### src/rtl/spart_pkg.sv
// Shared SPART constants and state encoding, used by both transmitter and receiver.
package spart_pkg;

  localparam int unsigned OVERSAMPLE = 16;
  localparam int unsigned DATA_BITS  = 8;
  localparam int unsigned TICK_W     = $clog2(OVERSAMPLE);
  localparam int unsigned BIT_W      = $clog2(DATA_BITS);
  localparam logic        IDLE_LEVEL = 1'b1;

  typedef enum logic [2:0] {
    ST_IDLE   = 3'd0,
    ST_START  = 3'd1,
    ST_DATA   = 3'd2,
    ST_PARITY = 3'd3,
    ST_STOP   = 3'd4
  } spart_state_e;

  // Even parity over one data byte: XOR of all data bits.
  function automatic logic even_parity(input logic [DATA_BITS-1:0] d);
    return ^d;
  endfunction

endpackage

### src/rtl/spart_tx.sv
// SPART transmitter: double-buffered (holding + shift register) 8N1 serializer
// driven by a 16x oversampling Baud tick. Define SPART_TX_PARITY_EN to insert
// an even-parity bit between the last data bit and the stop bit.
module spart_tx
  import spart_pkg::*;
(
  input  logic                 clk,
  input  logic                 rst,
  input  logic                 Baud,
  input  logic [DATA_BITS-1:0] TxD_data,
  input  logic                 load,
  output logic                 TxD,
  output logic                 TBR
);

  spart_state_e         state;
  logic [TICK_W-1:0]    tick_cnt;
  logic [BIT_W-1:0]     bit_cnt;
  logic [DATA_BITS-1:0] hold_q;
  logic [DATA_BITS-1:0] shift_q;
`ifdef SPART_TX_PARITY_EN
  logic                 par_q;
`endif

  // Last Baud tick of the current bit period.
  logic bit_end_c;
  assign bit_end_c = Baud && (tick_cnt == TICK_W'(OVERSAMPLE - 1));

  // Holding register, frame FSM, tick/bit counters and registered line driver.
  always_ff @(posedge clk or posedge rst) begin
    if (rst) begin
      state    <= ST_IDLE;
      tick_cnt <= '0;
      bit_cnt  <= '0;
      hold_q   <= '0;
      shift_q  <= '0;
      TxD      <= IDLE_LEVEL;
      TBR      <= 1'b1;
`ifdef SPART_TX_PARITY_EN
      par_q    <= 1'b0;
`endif
    end else begin
      // Accept a new byte only while the holding register is empty; during a
      // transfer cycle TBR is still low, so a coincident load is dropped.
      if (load && TBR) begin
        hold_q <= TxD_data;
        TBR    <= 1'b0;
      end

      if (state == ST_IDLE) tick_cnt <= '0;
      else if (Baud)        tick_cnt <= tick_cnt + TICK_W'(1);

      case (state)
        ST_IDLE: begin
          if (!TBR) begin
            state   <= ST_START;
            shift_q <= hold_q;
            TBR     <= 1'b1;
`ifdef SPART_TX_PARITY_EN
            par_q   <= even_parity(hold_q);
`endif
          end
        end
        ST_START: begin
          if (bit_end_c) begin
            state   <= ST_DATA;
            bit_cnt <= '0;
          end
        end
        ST_DATA: begin
          if (bit_end_c) begin
            shift_q <= shift_q >> 1;
            bit_cnt <= bit_cnt + BIT_W'(1);
            if (bit_cnt == BIT_W'(DATA_BITS - 1)) begin
`ifdef SPART_TX_PARITY_EN
              state <= ST_PARITY;
`else
              state <= ST_STOP;
`endif
            end
          end
        end
`ifdef SPART_TX_PARITY_EN
        ST_PARITY: begin
          if (bit_end_c) state <= ST_STOP;
        end
`endif
        ST_STOP: begin
          if (bit_end_c) begin
            if (!TBR) begin
              state   <= ST_START;
              shift_q <= hold_q;
              TBR     <= 1'b1;
`ifdef SPART_TX_PARITY_EN
              par_q   <= even_parity(hold_q);
`endif
            end else begin
              state <= ST_IDLE;
            end
          end
        end
        default: state <= ST_IDLE;
      endcase

      // Line level follows the state one cycle later.
      case (state)
        ST_START:  TxD <= 1'b0;
        ST_DATA:   TxD <= shift_q[0];
`ifdef SPART_TX_PARITY_EN
        ST_PARITY: TxD <= par_q;
`endif
        default:   TxD <= IDLE_LEVEL;
      endcase
    end
  end

endmodule

### config.mk
export PLATFORM = sky130hd
export DESIGN_NAME = spart_tx
export DESIGN_NICKNAME = d
export VERILOG_FILES = /design/src/rtl/spart_pkg.sv /design/src/rtl/spart_tx.sv
export SDC_FILE = /design/constraint.sdc
export NUM_CORES = 1
export LEC_CHECK = 0
export BUFFER_PORTS_ARGS = -buffer_cell sky130_fd_sc_hd__clkbuf_2
export CAP_MARGIN = 20
export CORE_MARGIN = 4
export CORE_UTILIZATION = 30
export CTS_CLUSTER_DIAMETER = 200
export DETAILED_ROUTE_END_ITERATION = 7
export PLACE_DENSITY = 0.44
export SYNTH_ARGS = -nofsm -noshare
export SYNTH_HDL_FRONTEND = slang
export SYNTH_SLANG_ARGS = --single-unit
### constraint.sdc
create_clock -name clk -period 2.43 [get_ports clk]
set_clock_uncertainty 0.05 [all_clocks]
set_input_delay 0.486 -clock clk [delete_from_list [all_inputs] [get_ports clk]]
set_output_delay 0.486 -clock clk [all_outputs]
set_load 0.02 [all_outputs]
== Yosys cells after proc, flatten, opt, wreduce, memory -nomap -nowiden ==
Cells that the tools add are included.

* Input port bits: 12
* Output and inout bits: 2
* Bits in registers: 28
* Word-level logic and storage cells: 49

* Reductions and logical operators: 9
* $add $sub $neg: 2
* Mux-type cells: 21
* Equal/unequal tests: 10

{| class="wikitable"
|+ Operator list
! cell !! number
|-
| 2-to-1 mux 8 bit || 3
|-
| case mux 8 bit (3 select lines) || 1
|-
| 2-to-1 mux 3 bit || 7
|-
| case mux 3 bit (4 select lines) || 1
|-
| != test 2 bit, second input constant || 5
|-
| 2-to-1 mux 4 bit || 2
|-
| == test 3 bit, second input constant || 2
|-
| case mux 3 bit (2 select lines) || 1
|-
| AND reduction 3 bit || 2
|-
| AND reduction 5 bit || 1
|-
| adder 4 x 1 -> 4 bit, second input constant || 1
|-
| == test 4 bit, second input constant || 1
|-
| 2-to-1 mux 1 bit || 4
|-
| case mux 1 bit (2 select lines) || 2
|-
| nonzero test 2 bit || 2
|-
| adder 3 x 1 -> 3 bit, second input constant || 1
|-
| == test 3 x 1 -> 1 bit, second input constant || 1
|-
| == test 3 x 2 -> 1 bit, second input constant || 1
|-
| zero test 3 bit || 1
|-
| nonzero test 3 bit || 1
|-
| logical AND 1 bit || 2
|}

== Longest topological paths before layout ==
* Depth after elaboration: 5
* Depth in mapped cells: 5

== Least setup slack after synthesis ==
No wires, ideal clock.

* Path kind: flip-flop to flip-flop
* From: register tick_cnt[0]
* To: register shift_q[0]
* Buffers on the path: 0
* Setup time: 0.125 ns
* Arrival: 1.464 ns
* Slack: 0.792 ns
* Cell stages (with the launch flop): 6
* Period minus slack after synthesis: 1.638 ns
* Cell sequence: dfrtp_1 -> ha_1 -> nand4_4 -> nand2_1 -> a22oi_4 -> mux2_2

* Word-level cells in the longest chain between the ends: 4
* Elaborated cells between the ends (all ways): 5
* Classes of those cells: eq/ne (3); reduce/logical (2)

{| class="wikitable"
|+ Ends and longest elaborated chain
! element !! line !! RTL
|-
| start: declaration || spart_tx.sv:17 || <nowiki>logic [TICK_W-1:0] tick_cnt;</nowiki>
|-
| start signal: assignment || spart_tx.sv:51 || <nowiki>else if (Baud) tick_cnt <= tick_cnt + TICK_W'(1);</nowiki>
|-
| == test 4 bit * || spart_tx.sv:27 || <nowiki>assign bit_end_c = Baud && (tick_cnt == TICK_W'(OVERSAMPLE - 1));</nowiki>
|-
| logical AND 1 bit * || spart_tx.sv:27 ||
|-
| != test 2 bit (no line) || - ||
|-
| AND reduction 3 bit (no line) * || - ||
|-
| end signal: assignment || spart_tx.sv:57 || <nowiki>shift_q <= hold_q;</nowiki>
|-
| end signal: assignment || spart_tx.sv:72 || <nowiki>shift_q <= shift_q >> 1;</nowiki>
|-
| end signal: assignment || spart_tx.sv:92 || <nowiki>shift_q <= hold_q;</nowiki>
|-
| end: declaration || spart_tx.sv:20 || <nowiki>logic [DATA_BITS-1:0] shift_q;</nowiki>
|}

Every way passes the cells marked *; elsewhere a longest branch is shown, timed or not.
A chain may end at the register's enable or synchronous reset.

== Worst setup path after layout ==
Ends and elaborated chain as after synthesis.

==> results.json <==
{
  "status": "complete, no violations",
  "end_kind": "flop",
  "setup_violations": 0,
  "ys_seq_elements": 28,
  "grt_usage_pct": 8.93,
  "max-vdd-ir-drop_mv": 0.402,
  "grt_pass1_wl_um": 3830,
  "worstSetupPathType": "flop to flop",
  "total_power_mw": 1.55,
  "yosysTopAreaCell": "dfrtp_1",
  "slew_headroom_pct": 67.1,
  "first_pass_iters": 4,
  "seq_area_frac_synth_pct": 52.4,
  "grt_max_degree": 29,
  "die_x_um": 74.9,
  "highest_layer": "met4",
  "synth-edff-count": 0,
  "wl_met2_um": 974,
  "route.detailed.drc": 0,
  "hpwl_um": 1590,
  "ctsHoldBuffers": 0,
  "drive_gt1_share_pct": 35.6,
  "fin_tns_setup_ps": 0,
  "synth.avg_cell_area_um2": 13.0,
  "core_mm2": 0.00435,
  "ctsResizeCount": 0,
  "rsz0062_at_grt": "no",
  "initial_core_util_pct": 30.8,
  "die_area_mm2": 0.00560,
  "routed_via_density": 4.76,
  "synthFlopType": "dfrtp_1",
  "syn_inst": 103,
  "first_global_vias": 808,
  "clock-sinks": 28,
  "synth_most_common_cell": "dfrtp_1",
  "finalWeightedCongestion": 0.764,
  "overflow": 0,
  "wl_met1_um": 1120,
  "synth_area_leaders": "dfrtp_1, mux2_2, mux2_1, dfstp_2, a22o_1",
  "start_kind": "flop",
  "die_y_um": 74.9,
  "diodes": 0,
  "post_cts_buffers": 0,
  "port-buffer-count": 13,
  "synth_cell_types": 30,
  "root_buffer": "clkbuf_8",
  "wl_um": 2210,
  "tightestPinTransition_ps": 493,
  "wl_met3_um": 77,
  "drv_slew": 0,
  "vias": 810,
  "ant_nets": 0,
  "setup_slack_ps": 638,
  "synth_nets": 118,
  "worstPathMaxFanout": 8,
  "powerDensity_mw_per_mm2": 1020,
  "rows": 24,
  "synth_common_cells": "dfrtp_1, mux2_2, nor2_1",
  "postPlaceCellArea_mm2": 0.00146,
  "max_freq_mhz": 558,
  "required_ps": 2550,
  "clkTransAtPathRegs_ps": 100,
  "wl_per_cell_um": 13.0,
  "drt_iter0_markers": 52,
  "async_flop_share_pct": 100,
  "hold_path.class": "input pin to asynchronous set/reset pin",
  "period_needed_ps": 1790,
  "numCtsBuffers": 3,
  "p_leak_nw": 0.690,
  "clockBufferDepth": 2,
  "areaGrowthSynthToFinish_pct": 14.1,
  "tritoncts": "yes",
  "num-nets-final": 134,
  "antenna_found_initial": 0,
  "ys_warn_count": 0,
  "period_share_pct": 73.7,
  "insertion_delay_ps": 270,
  "htreeDepth": 1,
  "drv_cap": 0,
  "yosysTopAreaCellShare_pct": 48.5,
  "finalHoldViolCount": 0,
  "dp_worst_setup_slack_ps": 625,
  "pin_count": 14,
  "fin_area_mm2": 0.00153,
  "syn-cell-area_mm2": 0.00134,
  "worst_ep_arrival_time_ps": 1910
}
## layout make-up
class	instances	area [um^2]
clock inverters	1	30.0
multi-input cells	70	611
flip-flops and latches	28	703
repair buffers	14	72.6
clock buffers	3	41.3
fillers	436	2820
inverters	2	7.51
well taps	52	65.1
## critical path, stage by stage, from the launching register on
cell and delay (ps):
dfrtp_1 410, ha_1 260, nand4_4 120, nand2_1 150, a22oi_4 320, mux2_2 370
## worst paths after layout
check,end,cells past startpoint,start,slack [ps]
worst max register to register,shift_q[0],5,tick_cnt[0],640
max in group asynchronous,TBR,3,rst,1820
worst min register to register,hold_q[4],1,hold_q[4],460
worst min-delay path,tick_cnt[2],3,rst,190
min in group clk,TBR,2,load,310
worst max-delay path,shift_q[0],5,tick_cnt[0],640
## where the power goes
group	switching [mW]	total [mW]	internal (mW)
combinational	0.164	0.400	0.236
clock	0.147	0.368	0.221
sequential	0.133	0.787	0.653
total	0.445	1.55	1.11
## registers in the layout, summed over array words and instances, names as in the netlist
signal    count
tick_cnt      4
shift_q       8
state         3
hold_q        8
TxD           1
TBR           1
bit_cnt       3
## layout by cell type (no fill, tap or decap), types with 2 or more instances in the layout
cell type	synthesis	final
clkbuf_8	0	3
a22o_1	5	5
mux2i_1	2	2
clkbuf_2	0	13
nor2b_1	2	2
a21oi_1	3	3
dfrtp_1	26	26
mux2_2	16	16
nor3_1	3	3
inv_1	2	2
ha_1	3	3
mux2_1	7	7
nand2_1	5	5
dfstp_2	2	2
xor2_1	2	2
nor2_1	9	9
## per-stage QoR
step                hold WS [ps]  util, %  cells
detailed placement           439     33.5    166
global placement             436     33.5    166
global route                 234     35.1    170
CTS                          202     35.1    170
floorplan                    412        -    103
finish                       187     35.1    170
## kinds of logic after synthesis
kind of cell,Yosys count,synth area share (%)
simple gates,26,11.6
compound gates,13,8.39
xor+xnor,3,1.96
mux,25,20.8
fa+ha+maj,3,2.80
flops,28,52.4
buf+inv,5,2.05
## per-layer routing
layer / global-route usage (%) / vias to the layer above
li1: - / 401
met1: 12.3 / 395
met2: 13.2 / 10
met3: 2.54 / 4
met4: 3.56 / 0
met5: 0 / -
No activity file was read; power rests on OpenSTA's default activity.
